--- config.mk ---
export PLATFORM = sky130hd
export DESIGN_NAME = fsm_seq_ctrl
export DESIGN_NICKNAME = d
export VERILOG_FILES = /design/src/rtl/fsm_seq_ctrl.sv
export SDC_FILE = /design/constraint.sdc
export NUM_CORES = 1
export LEC_CHECK = 0
export BUFFER_PORTS_ARGS = -buffer_cell sky130_fd_sc_hd__clkbuf_2
export CORE_MARGIN = 2
export CORE_UTILIZATION = 62
export CTS_BUF_LIST = sky130_fd_sc_hd__clkbuf_2
export DETAILED_ROUTE_END_ITERATION = 7
export GPL_TIMING_DRIVEN = 0
export PLACE_DENSITY = 0.83
export SLEW_MARGIN = 15
export SYNTH_ARGS = -nofsm -noshare
export SYNTH_HDL_FRONTEND = slang
export SYNTH_SLANG_ARGS = --single-unit
--- constraint.sdc ---
create_clock -name clock -period 2.71 [get_ports clock]
set_clock_uncertainty 0.05 [all_clocks]
set_input_delay 0.542 -clock clock [delete_from_list [all_inputs] [get_ports clock]]
set_output_delay 0.542 -clock clock [all_outputs]
set_load 0.01 [all_outputs]
--- src/rtl/fsm_seq_ctrl.sv ---
// Symbol-burst sequencer for the 2-bit-symbol Mealy recognizer.
// A producer fills a small buffer while the block is idle. A start command
// clears the recognizer for one cycle and replays the buffered symbols at one
// per clock. The recognizer's z pulses are counted, saturating at the top of
// the counter. The buffer survives a replay, so the same burst can be replayed.
module fsm_seq_ctrl #(
    parameter int DEPTH = 16,
    parameter int AW    = 4,
    parameter int CNT_W = 5
) (
    input  logic             clock,
    input  logic             reset_n,
    input  logic             wr_en,
    input  logic [1:0]       wr_sym,
    input  logic             buf_clr,
    input  logic             start,
    input  logic             z_in,
    output logic [1:0]       sym_out,
    output logic             sym_valid,
    output logic             rec_clr,
    output logic             busy,
    output logic             done,
    output logic [CNT_W-1:0] hits,
    output logic [CNT_W-1:0] level,
    output logic             full
);

    typedef enum logic [1:0] {
        S_IDLE = 2'd0,
        S_CLR  = 2'd1,
        S_RUN  = 2'd2,
        S_DONE = 2'd3
    } state_t;

    // The fill count needs one more bit than the address so it can hold DEPTH.
    localparam logic [AW:0]      DEPTH_CNT = (AW+1)'(DEPTH);
    localparam logic [AW:0]      ONE_CNT   = (AW+1)'(1);
    localparam logic [CNT_W-1:0] HITS_MAX  = '1;

    state_t            state_reg;
    state_t            state_next;
    logic [AW-1:0]     wr_ptr_reg;
    logic [AW-1:0]     rd_ptr_reg;
    logic [AW:0]       lvl_reg;
    logic              full_reg;
    logic [CNT_W-1:0]  hits_reg;
    logic [1:0]        rd_data_reg;
    logic [1:0]        mem [DEPTH];

    // Decoded one-per-cycle actions and the buffer read address
    logic              do_clr;
    logic              do_write;
    logic [AW-1:0]     rd_addr;

    // State register
    always_ff @(posedge clock or negedge reset_n) begin
        if (!reset_n) begin
            state_reg <= S_IDLE;
        end else begin
            state_reg <= state_next;
        end
    end

    // Next-state, outputs and IDLE command decode (buf_clr > start > wr_en).
    // The read address runs one entry ahead of rd_ptr so the registered
    // buffer read already holds buf[rd_ptr] during each RUN cycle.
    always_comb begin
        state_next = state_reg;
        rec_clr    = 1'b0;
        sym_valid  = 1'b0;
        sym_out    = 2'b00;
        done       = 1'b0;
        busy       = 1'b1;
        do_clr     = 1'b0;
        do_write   = 1'b0;
        rd_addr    = rd_ptr_reg + 1'b1;
        case (state_reg)
            S_IDLE: begin
                busy = 1'b0;
                if (buf_clr) begin
                    do_clr = 1'b1;
                end else if (start) begin
                    if (lvl_reg != '0) begin
                        state_next = S_CLR;
                    end
                end else if (wr_en && !full_reg) begin
                    do_write = 1'b1;
                end
            end
            S_CLR: begin
                rec_clr    = 1'b1;
                rd_addr    = '0;
                state_next = S_RUN;
            end
            S_RUN: begin
                sym_valid = 1'b1;
                sym_out   = rd_data_reg;
                if ({1'b0, rd_ptr_reg} == lvl_reg - ONE_CNT) begin
                    state_next = S_DONE;
                end
            end
            S_DONE: begin
                done       = 1'b1;
                state_next = S_IDLE;
            end
            default: begin
                state_next = S_IDLE;
            end
        endcase
    end

    // Pointers, fill level, full flag and saturating hit counter
    always_ff @(posedge clock or negedge reset_n) begin
        if (!reset_n) begin
            wr_ptr_reg <= '0;
            rd_ptr_reg <= '0;
            lvl_reg    <= '0;
            full_reg   <= 1'b0;
            hits_reg   <= '0;
        end else begin
            if (do_clr) begin
                wr_ptr_reg <= '0;
                lvl_reg    <= '0;
                full_reg   <= 1'b0;
            end else if (do_write) begin
                wr_ptr_reg <= wr_ptr_reg + 1'b1;
                lvl_reg    <= lvl_reg + ONE_CNT;
                full_reg   <= (lvl_reg + ONE_CNT == DEPTH_CNT);
            end
            if (state_reg == S_CLR) begin
                rd_ptr_reg <= '0;
                hits_reg   <= '0;
            end else if (state_reg == S_RUN) begin
                rd_ptr_reg <= rd_ptr_reg + 1'b1;
                if (z_in && hits_reg != HITS_MAX) begin
                    hits_reg <= hits_reg + 1'b1;
                end
            end
        end
    end

    // Symbol buffer: write port from the producer, registered read port
    always_ff @(posedge clock) begin
        if (do_write) begin
            mem[wr_ptr_reg] <= wr_sym;
        end
        rd_data_reg <= mem[rd_addr];
    end

    assign hits  = hits_reg;
    assign level = CNT_W'(lvl_reg);
    assign full  = full_reg;

endmodule

Word-level counts from Yosys, hierarchy flattened
Memory sizes are Yosys's and may differ from the RTL's. A register that Yosys moved wholly into a read port is not among the register bits. Index checks and enable logic that the tools add are counted.

Register bits: 21. Latch bits: 0. Memory bits (writable): 32. Memory bits (read-only): 0. Bits of input ports: 8. Output and inout bits: 17. Logic and storage cells: 62. Memories: 1.

Memories: mem (words 16, width 2, rd ports 1, clocked after memory_dff 1, wr ports 1, line 48) `logic [1:0] mem [DEPTH];`.

$add $sub $neg: 5. Multiply operators: 0. Divide/modulo/power cells: 0. $lt $le $gt $ge: 0. Equality and inequality tests: 10. Shift operators: 0. Multiplexer cells: 30. Bitwise operators: 0. Reductions and logical operators: 10.

Operators with widths (count): 5-bit 2-to-1 mux (5); 4-bit 2-to-1 mux (5); 1-bit 2-to-1 mux (14); 5-bit by 1-bit adder with 5-bit output, second input constant (2); 2-bit 2-to-1 mux (5); 4-bit by 1-bit adder with 4-bit output, second input constant (2); 2-bit != test, second input constant (4); 2-bit case mux with 4 select lines (1); 2-bit nonzero test (3); 4-bit by 5-bit equality test with 1-bit output (1); 5-bit equality test, second input constant (1); 5-bit != test, second input constant (1); 5-bit nonzero test (1); 5-bit by 1-bit subtractor with 5-bit output, second input constant (1); 2-bit equality test, second input constant (2); 4-bit AND reduction (1); 2-bit by 1-bit equality test with 1-bit output, second input constant (1); 1-bit logical AND (2); 2-bit logical NOT (1); 2-bit AND reduction (1); 1-bit logical NOT (1).

Depth between registers and ports, before layout
Word-level depth: 8. Mapped depth: 8. Gate-level depth less buffers: 8.

Worst setup path after synthesis
Ideal clock, no wire load.

Path kind: reg2reg. Start: register lvl_reg[0], in the netlist level[0]. End: register state_reg[1]. Setup time: 0.125 ns. Arrival: 1.864 ns. Required time: 2.535 ns. Setup slack: 0.671 ns. Cell stages (with the launch flop): 8. Buffers on the path: 1. Period minus slack after synthesis: 2.039 ns. Cell sequence: dfrtp_1 clkbuf_1 inv_1 ha_1 xnor2_1 o31ai_1 o211a_1 mux2_4.

Word-level cells in the longest chain between the ends: 4. Elaborated cells between the ends (all ways): 6. Classes of those cells: add/sub (1); eq/ne (3); reduce/logical (2).

RTL lines: start: declaration (line 44) `logic [AW:0] lvl_reg;`; start signal: assignment (line 127) `lvl_reg <= lvl_reg + ONE_CNT;`; 5-bit by 1-bit subtractor with 5-bit output (line 98) `if ({1'b0, rd_ptr_reg} == lvl_reg - ONE_CNT) begin`; 4-bit by 5-bit equality test with 1-bit output (line 98); 2-bit != test (no source line); 4-bit AND reduction (no source line) *; end signal: assignment (line 60) `state_reg <= state_next;`; end: declaration (line 40) `state_t state_reg;`.

Mark *: on every way between the ends. The rest lies on a longest branch, timed or not. A chain may end at the register's enable or synchronous reset.

Worst setup path in the final report
Ends and elaborated chain as after synthesis.

==> summary.txt <==
Finish
  • # nets final: 303
  • Max FFs per register: 32
  • Final Util: 70.4%
  • ANT cells: 0
  • Syn-to-layout area delta: 8.18%
  • Ratio of cells with drive above 1 in the final layout: 18.5%

Placed design
  • Gpl congestion: 0.766
  • Hpwl dp: 3830 um
  • Buffers added on ports: 24

Floorplanning
  • Initial Utilization: 65.1%
  • Die X: 72.1 um
  • IO Count: 25
  • Die ar.: 5200 um2
  • Core box area: 4410 um2
  • Cell row count: 24
  • DIE HEIGHT: 72.1 um

Clocking
  • Total CTS buffers: 5
  • Max clock buf depth: 2
  • H-tree level count: 2
  • Clock root buffer: clkbuf_2
  • Worst-Skew Late Latency: 0.44 ns
  • CTS tree: built
  • Post-cts gate resize count: 0
  • Clock tree sinks: 55
  • Worst-path clk slew: 0.24 ns

Timing
  • Tcrit/Tclk final: 82.7%
  • Fin. Hold Viols: 0
  • RSZ-0062 raised after global routing: no
  • Slew HR: 60.9%
  • Peak Freq: 446 MHz
  • Setup tns final: 0 ns
  • Setup Viol. Count Final: 0
  • Slew @ Worst Pin: 0.583 ns
  • Count of pins over their slew limit: 0
  • Tmin final: 2.24 ns
  • Final hold slack: 0.265 ns

Synth
  • Mapped cell area: 2870 um2
  • Post-synth ARST share: 38.2%
  • Gate Count Post-Synth: 248
  • Seq/Total Area, Yosys: 53.1%
  • Syn_nets: 271
  • Post-synth EDFFs: 32
  • Post-synth top flop: edfxtp_1
  • Netlist cell types: 50
  • Synth Register Bits: 55
  • YS warnings: 0
  • Avg Cell Area, Syn: 11.6 um2

Detailed routing
  • Post-route DRC: 0
  • DR iter-0 viols: 132
  • TritonRoute pass-1 iters: 4
  • Routed Antenna Nets: 0
  • Final WL: 5160 um
  • Wire length per cell: 15.5 um
  • Vias/cell: 5.75
  • Vias: 1915

Setup path
  • CP Class: register to register
  • Crit-path max FO: 7
  • Reg2reg path depth: 7
  • Worst Path Required: 3.02 ns
  • Critical path, cell by cell: clkbuf_1, inv_1, ha_1, xnor2_1, o31ai_1, o211a_1, mux2_4
  • Reg2reg start: level[0]
  • Crit-path slowest cell: dfrtp_1
  • Critical path arrival: 2.56 ns
  • R2r setup slk: 0.47 ns
  • Startpoint class of the critical path: register
  • CP max stage delay: 0.45 ns
  • Worst Setup End Kind: register
  • Worst reg2reg path endpoint: state_reg[1]
  • Setup crit end: state_reg[1]
  • CP startpoint: level[0]

Power
  • Power density over the cells: 908 nW/um2
  • Pleak: 0.00134 uW
  • VDD IR-drop max: 431 uV

Global routing
  • Grt met2 use: 36.8%
  • Met3 usage: 5.00%
  • Initial antenna violation count: 0
  • First-pass GRT wire length: 8740 um
  • Largest net degree at the start of global routing: 22
  • Tot GR Track Use: 22.3%
  • GR Layer Usage met1: 29.3%
  • Vias in the first global route: 1885
  • Gr ovfl total: 0
  • Top Usage Layer GRT: met2

Run status
  • Outcome: completed

Worst hold path
  • Min-delay worst type: primary input to register

Flow run
  • Max-cap violations: 0
synth_stat cells, types with 2 or more instances:
cell | instances | area (um2)
a21oi_1 | 8 | 40.0
nor2b_1 | 4 | 25.0
nor3_1 | 4 | 20.0
mux2i_1 | 13 | 130
xnor2_1 | 5 | 43.8
dfxtp_1 | 2 | 40.0
and2_1 | 11 | 68.8
and4_1 | 4 | 35.0
clkbuf_1 | 5 | 18.8
edfxtp_1 | 32 | 961
o31ai_1 | 2 | 15.0
inv_1 | 10 | 37.5
o21ai_1 | 2 | 10.0
nand2_1 | 24 | 90.1
nand3_1 | 8 | 40.0
a22oi_1 | 2 | 15.0
buf_2 | 5 | 25.0
o21ai_0 | 13 | 65.1
mux2_2 | 6 | 67.6
ha_1 | 15 | 188
dfrtp_1 | 21 | 526
xor2_1 | 6 | 52.6
and3_1 | 5 | 31.3
nand2b_1 | 5 | 31.3
nor2_1 | 11 | 41.3
logic make-up after synthesis:
family | share of synthesized area, %
flip-flops | 53.1
multiplexers | 9.10
XOR/XNOR | 3.35
AND/OR/NAND/NOR | 15.9
buffers and inverters | 3.48
adder cells (fa/ha/maj) | 6.53
AO/OA/AOI/OAI | 8.49
worst max-delay path, delay by kind of cell, from the launching register on:
| family | cells | cell delay, ns |
|---|---|---|
| XOR/XNOR | 1 | 0.15 |
| AO/OA/AOI/OAI | 2 | 0.47 |
| flip-flops | 1 | 0.45 |
| multiplexers | 1 | 0.30 |
| buffers and inverters | 2 | 0.40 |
| adder cells (fa/ha/maj) | 1 | 0.34 |
layer usage:
metal,vias to the layer above,part of all wire [%]
li1,951,-
met1,918,46
met3,8,3.5
met4,0,1.7
met5,-,0
met2,38,48
how the worst min path moves through the flow:
| stage | cells past startpoint | slack [ns] | end | startpoint |
|---|---|---|---|---|
| after floorplan | 0 | 0.20 | full | reset_n |
| after global placement | 2 | 0.44 | hits[4] | hits[4] |
| after detailed placement | 2 | 0.46 | hits[4] | hits[4] |
| after CTS | 2 | 0.25 | wr_ptr_reg[2] | buf_clr |
| after global routing | 2 | 0.24 | wr_ptr_reg[3] | buf_clr |
| final | 2 | 0.26 | wr_ptr_reg[2] | buf_clr |
report_power, final:
group	switching, uW	internal [uW]
clock network	240	70.3
logic	737	648
registers	126	1000
area by class of cell:
cell class,count,area (um2)
Tap cell,52,65.1
Inverter,10,37.5
Clock buffer,7,35.0
Clock inverter,1,5.00
Multi-Input combinational cell,171,1250
Timing Repair Buffer,25,130
Fill cell,326,1310
Sequential cell,55,1530
Buffer,12,62.6
layout by cell type (no fill, tap or decap), drive strengths merged, types with 8 or more instances in the layout:
cell type / instances
a21oi: 8
and2: 11
clkbuf: 36
dfrtp: 21
edfxtp: 32
ha: 15
inv: 10
mux2i: 14
nand2: 24
nand3: 8
nor2: 11
o21ai: 15
repair_timing:
action                                 CTS  global route
setup endpoints to repair                0             0
buffers inserted                         0             0
endpoints found under the hold margin   21             0
hold buffers                             1             0
metrics by stage:
stage	cells	instance area (um2)	power [uW]	setup slack (ns)
after global routing	333	3110	3060	0.353
after global placement	324	3060	2490	0.502
after CTS	333	3110	2840	0.446
after detailed placement	324	3060	2530	0.398
final	333	3110	2820	0.469
after floorplan	248	2870	2190	0.671
No activity file was read; power rests on OpenSTA's default activity.
